`src/rtl/vga_rom_arbiter.sv`:
```
// rtl/vga_rom_arbiter.sv - single-port ROM arbiter: fixed-priority VGA fetch plus one aux requester
//
// Shares one single-port glyph/bitmap ROM between the VGA pixel-fetch path and
// one auxiliary requester. VGA always wins and is never stalled. A 2-bit
// {vga,aux} tag travels alongside each issued address so returning ROM data is
// steered to the right requester. VGA read latency is a constant ROM_LAT+2.
//
// Optional feature macro: ROM_ARB_STAT_EN (adds STAT_W, stat_clr, stat_conf and
// a saturating conflict counter; arbitration is identical either way).
//
// Ports:
//   clk        in   system clock, rising edge
//   rst_n      in   asynchronous active-low reset
//   vga_req    in   VGA fetch request this cycle
//   vga_addr   in   VGA fetch address
//   vga_data   out  VGA read data (holds when vga_vld=0)
//   vga_vld    out  VGA data valid pulse
//   aux_req    in   aux request, held until aux_ack
//   aux_addr   in   aux read address
//   aux_ack    out  aux address issued to ROM (1-cycle pulse)
//   aux_data   out  aux read data (holds when aux_vld=0)
//   aux_vld    out  aux data valid pulse
//   rom_addr   out  registered ROM address
//   rom_data   in   ROM read data, ROM_LAT cycles after rom_addr
//   stat_clr   in   clear conflict counter (ROM_ARB_STAT_EN only)
//   stat_conf  out  saturating conflict count (ROM_ARB_STAT_EN only)

module vga_rom_arbiter #(
    parameter int AW      = 11,
    parameter int DW      = 8,
    parameter int ROM_LAT = 1
`ifdef ROM_ARB_STAT_EN
    ,
    parameter int STAT_W  = 16
`endif
) (
    input  logic              clk,
    input  logic              rst_n,
    input  logic              vga_req,
    input  logic [AW-1:0]     vga_addr,
    output logic [DW-1:0]     vga_data,
    output logic              vga_vld,
    input  logic              aux_req,
    input  logic [AW-1:0]     aux_addr,
    output logic              aux_ack,
    output logic [DW-1:0]     aux_data,
    output logic              aux_vld,
    output logic [AW-1:0]     rom_addr,
    input  logic [DW-1:0]     rom_data
`ifdef ROM_ARB_STAT_EN
    ,
    input  logic              stat_clr,
    output logic [STAT_W-1:0] stat_conf
`endif
);

    typedef enum logic {
        S_IDLE = 1'b0,
        S_ACK  = 1'b1
    } state_t;

    state_t          state_q, state_d;
    logic [AW-1:0]   rom_addr_q, rom_addr_d;
    logic [1:0]      tag_d;
    // tag_q[0] lines up with rom_addr; tag_q[ROM_LAT] lines up with rom_data.
    logic [1:0]      tag_q [ROM_LAT+1];
    logic [DW-1:0]   vga_data_q, aux_data_q;
    logic            vga_vld_q, aux_vld_q;
    logic            aux_gnt;

    // Grant and aux handshake FSM. VGA preempts aux unconditionally; aux is
    // only granted from IDLE so a request still high during its ack cycle is
    // not granted a second time.
    always_comb begin
        state_d    = state_q;
        rom_addr_d = rom_addr_q;
        tag_d      = 2'b00;
        aux_gnt    = 1'b0;

        if (vga_req) begin
            rom_addr_d = vga_addr;
            tag_d      = 2'b10;
        end else if (aux_req && (state_q == S_IDLE)) begin
            aux_gnt    = 1'b1;
            rom_addr_d = aux_addr;
            tag_d      = 2'b01;
        end

        case (state_q)
            S_IDLE: if (aux_gnt) state_d = S_ACK;
            S_ACK:  state_d = S_IDLE;
            default: state_d = S_IDLE;
        endcase
    end

    always_ff @(posedge clk or negedge rst_n) begin
        if (!rst_n) begin
            state_q    <= S_IDLE;
            rom_addr_q <= '0;
            for (int i = 0; i <= ROM_LAT; i++) tag_q[i] <= 2'b00;
            vga_data_q <= '0;
            aux_data_q <= '0;
            vga_vld_q  <= 1'b0;
            aux_vld_q  <= 1'b0;
        end else begin
            state_q    <= state_d;
            rom_addr_q <= rom_addr_d;
            tag_q[0]   <= tag_d;
            for (int i = 1; i <= ROM_LAT; i++) tag_q[i] <= tag_q[i-1];
            vga_vld_q  <= tag_q[ROM_LAT][1];
            aux_vld_q  <= tag_q[ROM_LAT][0];
            if (tag_q[ROM_LAT][1]) vga_data_q <= rom_data;
            if (tag_q[ROM_LAT][0]) aux_data_q <= rom_data;
        end
    end

    assign rom_addr = rom_addr_q;
    assign aux_ack  = (state_q == S_ACK);
    assign vga_data = vga_data_q;
    assign vga_vld  = vga_vld_q;
    assign aux_data = aux_data_q;
    assign aux_vld  = aux_vld_q;

`ifdef ROM_ARB_STAT_EN
    // Conflict: VGA and aux both asking while aux would otherwise be grantable.
    logic [STAT_W-1:0] stat_q, stat_d;
    logic              conflict;

    assign conflict = vga_req && aux_req && (state_q == S_IDLE);

    always_comb begin
        stat_d = stat_q;
        if (stat_clr) begin
            stat_d = '0;
        end else if (conflict && (stat_q != {STAT_W{1'b1}})) begin
            stat_d = stat_q + 1'b1;
        end
    end

    always_ff @(posedge clk or negedge rst_n) begin
        if (!rst_n) stat_q <= '0;
        else        stat_q <= stat_d;
    end

    assign stat_conf = stat_q;
`endif

endmodule

```
`config.mk`:
```
export PLATFORM = sky130hd
export DESIGN_NAME = vga_rom_arbiter
export DESIGN_NICKNAME = d
export VERILOG_FILES = /design/src/rtl/vga_rom_arbiter.sv
export SDC_FILE = /design/constraint.sdc
export NUM_CORES = 1
export LEC_CHECK = 0
export ABC_AREA = 1
export CELL_PAD_IN_SITES_DETAIL_PLACEMENT = 1
export CELL_PAD_IN_SITES_GLOBAL_PLACEMENT = 1
export CORE_MARGIN = 8
export CORE_UTILIZATION = 26
export DETAILED_ROUTE_END_ITERATION = 8
export PLACE_DENSITY = 0.85
export SETUP_SLACK_MARGIN = 0.3
export SLEW_MARGIN = 20
export SYNTH_ARGS = -nofsm -noshare
export SYNTH_HDL_FRONTEND = slang
export SYNTH_SLANG_ARGS = --single-unit
```
`constraint.sdc`:
```
create_clock -name clk -period 1 [get_ports clk]
set_clock_uncertainty 0.15 [all_clocks]
set_input_delay 0.15 -clock clk [delete_from_list [all_inputs] [get_ports clk]]
set_output_delay 0.15 -clock clk [all_outputs]
set_load 0.02 [all_outputs]
```
==> impl_metrics.py, run 1 <==
metrics = {
    "timing": {
        "setup_viol": 43,
        "fin_hold_ws_ps": -317,
        "post-route-min-period_ps": 1140,
        "fmax_mhz": 874,
        "hold_viol_final": 34,
        "tightest_slew_ps": 247,
        "fin_crit_sh_pct": 114,
        "setup_ws_ps": -144,
        "rsz0062_at_grt": "yes",
        "relSlewSlack_pct": 83.5,
        "drv_slew": 0,
    },
    "finish": {
        "n_antenna_cell": 0,
        "drive_gt1_share_pct": 53.1,
        "fin_nets": 289,
        "layout_commonest_cell": "nand2_1",
        "syn_to_final_growth_pct": 102,
        "layout_common_cells": "nand2_1 (55), buf_6 (35), clkdlybuf4s50_1 (31)",
        "utilization_pct": 54.6,
        "final_area_mm2": 0.00279,
    },
    "critical_path": {
        "max_stage_delay_ps": 420,
        "cp_max_fo": 2,
        "crit_arrival_ps": 840,
        "slowest_stage": "dfrtp_2",
        "critPathCaptureType": "output pin",
        "rr_worst_depth": 5,
        "startpoint_type": "flip-flop",
        "r2r_slack_ps": -70,
        "cp_top_family": "flip-flops",
        "worstPathRequired_ps": 700,
        "crit_chain": "buf_6",
        "worst-path-buf-inv": 1,
        "rr_endpoint": "rom_addr[4]",
        "r2r_start": "aux_ack",
        "crit_type": "reg -> out",
    },
    "worst_hold_path": {
        "hold_class": "in -> async",
    },
    "floorplan": {
        "fp-row-count": 26,
        "io_pins": 64,
        "core-area_mm2": 0.00511,
        "die_y_um": 88.9,
        "start_util_pct": 27.0,
        "die_area_mm2": 0.00790,
        "die_x_um": 88.9,
    },
    "routing": {
        "vias": 1414,
        "postRouteAntennaNets": 0,
        "drt-vias-per-instance": 4.34,
        "drc": 0,
        "drt_iter0_drc": 19,
        "post_drt_wl_per_cell_um": 16.0,
        "wl_um": 5220,
        "first_pass_iters": 4,
    },
    "grt": {
        "antenna_found_initial": 0,
        "grt_max_degree": 24,
        "grt-ovfl-total": 0,
        "grt_pass1_wl_um": 7870,
        "grt_use_total_pct": 13.1,
        "grt_pass1_vias": 1548,
    },
    "logic_synthesis": {
        "syn_avg_cell_area_um2": 8.58,
        "synth_nets": 195,
        "ys_types": 10,
        "syn-cell-area_mm2": 0.00138,
        "synth_cells": 161,
        "synth_warnings": 0,
        "seq_area_frac_synth_pct": 61.6,
        "synth_seq_cells": 34,
    },
    "place": {
        "dpl-instance-area_mm2": 0.00221,
        "dp_hpwl_um": 3350,
        "gp_congestion": 0.729,
        "io_buffer_count": 63,
    },
    "clock_network": {
        "clock_latency_ps": 280,
        "cts.sink_count": 34,
        "htree_levels": 2,
        "hold_buffers": 1,
        "cts_made_buffers": 5,
        "cts-root-buf": "clkbuf_8",
        "cts_tree": "built",
        "clkTransAtPathRegs_ps": 70,
        "clock_path_buffers": 2,
    },
    "outcome": {
        "status": "complete, but fails checks",
        "violations": "hold timing, setup timing",
    },
    "power": {
        "ir_drop_uv": 650,
        "p_leak_uw": 0.00138,
        "power_density_mw_per_mm2": 1420,
    },
    "flow_run": {
        "maxCapViolCount": 0,
    },
}
[state kept, by name, indices dropped and copies added (netlist names)]
register / cells
vga_vld: 1
rom_addr: 11
vga_data: 8
aux_ack: 1
aux_data: 8
tag_q: 4
aux_vld: 1
[Yosys cell counts]
cell,instances,share of area [%]
buf_6,1,0.82
inv_1,17,4.6
nor2_1,2,0.54
buf_4,2,1.1
nand3_1,11,4.0
inv_2,1,0.27
o21ai_0,16,5.8
nand2_1,73,20
dfrtp_1,34,62
buf_2,4,1.4
[timing repair]
action                                  in CTS  in global routing
cloned                                       1                  1
gates resized for setup                    223                 29
buffers inserted                             9                  8
pin swaps                                   15                  4
endpoints found under the setup margin      62                 91
hold endpoints to repair                    34                 34
[power breakdown]
group          leakage (µW)  switching, µW  total, µW  internal, µW
clock network     0.0000482            479       1030           555
logic              0.000939            586       1260           678
registers          0.000394            118       1660          1540
total               0.00138           1180       3950          2770
[cell families (layout without fill, tap and decap cells)]
family / count (synthesis) / in the layout / synth area share, %
buffers and inverters: 25 / 120 / 8.24
flip-flops: 34 / 34 / 61.6
AND/OR/NAND/NOR: 86 / 86 / 24.4
AO/OA/AOI/OAI: 16 / 16 / 5.80
[stage by stage]
stage | instances | TNS [ps] | power [µW] | hold slack (ps) | setup slack (ps)
finish | 326 | -4490 | 3950 | -317 | -144
global route | 326 | -6070 | 4160 | -315 | -170
CTS | 318 | -4710 | 3860 | 198 | -146
detailed placement | 299 | -13020 | 2600 | -57.1 | -368
global placement | 299 | -11940 | 2570 | -60.2 | -327
floorplan | 161 | -722 | 2030 | -296 | -72.2
[cell type report]
class	count	area, µm²
repair buffers	94	1020
inverters	18	67.6
fillers	565	2320
clock buffers	7	86.3
well taps	70	87.6
multi-input cells	102	641
clock inverters	1	5.00
flip-flops and latches	34	876
[layer usage]
layer	wire length (µm)	track usage (%)	vias up
li1	-	-	679
met1	1980	14.9	676
met2	2820	23.0	54
met3	378	3.58	5
met4	46	4.15	0
met5	0	0	-
[worst max-delay path by stage]
stage                            from          end  slack (ps)  depth (start not counted)
after floorplan               aux_ack  rom_addr[0]         -70                          6
after global placement        vga_req  rom_addr[9]        -330                          7
after detailed placement      vga_req  rom_addr[9]        -370                          7
after CTS                 vga_data[2]  vga_data[2]        -150                          1
after global routing      vga_data[2]  vga_data[2]        -170                          1
final                     vga_data[2]  vga_data[2]        -140                          1
Note: power is estimated with default switching activity, not from simulation.
==> run 2, diff against run 1 <==
HOLD_SLACK_MARGIN = 0.03   (was not set)
MAX_ROUTING_LAYER = met4   (was not set)
==> run 2 against run 1 <==
Compared with the run above:
- the run still ends with hold timing, setup timing left
- sequential power is essentially flat
- die area unchanged
- clock-buffer cell count unchanged
- routed wire length is 0.42% lower
- hold slack hardly changed
- fmax grew 0.60%
- register-to-register slack about the same
- largest cell class unchanged
- highest routed layer unchanged
==> impl_metrics.py, run 2 (synthesis gave the netlist of run 1 again) <==
metrics = {
    "finish": {
        "drive_gt1_share_pct": 53.1,
        "utilization_pct": 54.6,
        "fin_nets": 289,
        "layout_common_cells": "nand2_1 (55), buf_6 (35), clkdlybuf4s50_1 (31)",
        "largest_reg_flops": 11,
        "syn_to_final_growth_pct": 102,
        "n_antenna_cell": 0,
        "layout.cells.non_filler": 326,
        "layout_commonest_cell": "nand2_1",
    },
    "critical_path": {
        "slowest_stage": "dfrtp_1",
        "crit_chain": "buf_6",
        "crit_arrival_ps": 840,
        "max_stage_delay_ps": 410,
        "critPathCaptureType": "output pin",
        "worstPathRequired_ps": 700,
        "cp_max_fo": 2,
        "cp_top_family": "flip-flops",
        "crit_type": "reg -> out",
        "startpoint_type": "flip-flop",
        "worst-path-buf-inv": 1,
    },
    "floorplan": {
        "fp-row-count": 26,
        "core-area_mm2": 0.00511,
        "io_pins": 64,
        "die_area_mm2": 0.00790,
        "start_util_pct": 27.0,
        "die_x_um": 88.9,
        "die_y_um": 88.9,
    },
    "clock_network": {
        "hold_buffers": 1,
        "cts_made_buffers": 5,
        "cts-root-buf": "clkbuf_8",
        "cts.sink_count": 34,
        "clock_latency_ps": 280,
        "clkTransAtPathRegs_ps": 70,
        "htree_levels": 2,
        "cts_tree": "built",
        "clock_path_buffers": 2,
    },
    "grt": {
        "grt_pass1_wl_um": 7870,
        "grt_use_total_pct": 13.6,
        "antenna_found_initial": 0,
        "use_met2_pct": 23.0,
        "grt_max_degree": 24,
        "use_met1_pct": 15.6,
        "grt_pass1_vias": 1545,
        "grt-ovfl-total": 0,
        "met3_usage_pct": 2.94,
        "grt_busiest_layer": "met2",
    },
    "outcome": {
        "status": "complete, but fails checks",
        "violations": "hold timing, setup timing",
    },
    "worst_hold_path": {
        "hold_class": "in -> async",
    },
    "timing": {
        "setup_viol": 43,
        "fmax_mhz": 879,
        "drv_slew": 0,
        "hold_viol_final": 34,
        "relSlewSlack_pct": 83.7,
        "rsz0062_at_grt": "yes",
        "fin_crit_sh_pct": 114,
        "fin_hold_ws_ps": -317,
        "tightest_slew_ps": 243,
        "setup_ws_ps": -137,
        "post-route-min-period_ps": 1140,
    },
    "routing": {
        "vias": 1396,
        "postRouteAntennaNets": 0,
        "wl_um": 5200,
        "drt-vias-per-instance": 4.28,
        "drt_iter0_drc": 15,
        "first_pass_iters": 3,
        "post_drt_wl_per_cell_um": 16.0,
        "drc": 0,
    },
    "power": {
        "internal_power_uw": 2770,
        "power_density_mw_per_mm2": 1420,
        "pwr-share-seq_pct": 41.8,
        "ir_drop_uv": 617,
        "clkPwrFrac_pct": 26.2,
        "sw_frac_of_total_pct": 29.9,
        "combPwrFrac_pct": 31.9,
        "p_leak_uw": 0.00138,
        "switchingPower_uw": 1180,
    },
    "place": {
        "dp_hpwl_um": 3350,
        "place_inst": 299,
        "io_buffer_count": 63,
        "gp_congestion": 0.738,
    },
    "flow_run": {
        "maxCapViolCount": 0,
    },
}
-- run 2: final timing paths --
path	cells past startpoint	slack, ps	to	from
max	1	-140	rom_addr[10]	rom_addr[10]
min in group clk	0	200	tag_q[0]	tag_q[2]
max reg2reg	5	-80	rom_addr[4]	aux_ack
min	2	-320	aux_data[0]	rst_n
max in group asynchronous	2	800	aux_ack	rst_n
min reg2reg	0	200	tag_q[0]	tag_q[2]
-- run 2: per-layer routing --
metal	wire length (µm)	share of wire (%)	up-vias
met2	2740	53	53
met4	63	1.2	0
met1	2110	41	657
met3	281	5.4	7
met5	0	0	-
li1	-	-	679
-- run 2: through the flow --
step | setup TNS, ps | total power [µW] | cell area, µm² | setup slack [ps]
finish | -4450 | 3950 | 2790 | -137
CTS | -4710 | 3860 | 2600 | -146
global route | -6150 | 4160 | 2790 | -171
floorplan | -722 | 2030 | 1440 | -72.2
detailed placement | -13020 | 2600 | 2210 | -368
global placement | -11940 | 2570 | 2210 | -327
-- run 2: layout make-up --
| cell class | count | area (µm²) |
|---|---|---|
| clock inverters | 1 | 5.00 |
| repair buffers | 94 | 1020 |
| inverters | 18 | 67.6 |
| flip-flops and latches | 34 | 876 |
| well taps | 70 | 87.6 |
| multi-input cells | 102 | 641 |
| clock buffers | 7 | 86.3 |
| fillers | 570 | 2320 |
-- run 2: what timing repair did --
action                     CTS  global route
hold endpoints to repair    34            34
cloned                       1             1
setup endpoints to repair   62            86
gates resized for setup    223            29
pin swaps                   15             4
buffers inserted             9             8
-- run 2: power groups by stage --
stage / logic [µW] / clock network [µW] / registers (µW)
after floorplan: 218 / 0 / 1810
after global placement: 919 / 0 / 1650
after detailed placement: 947 / 0 / 1660
after CTS: 1140 / 1070 / 1650
after global routing: 1350 / 1130 / 1680
final: 1260 / 1040 / 1650
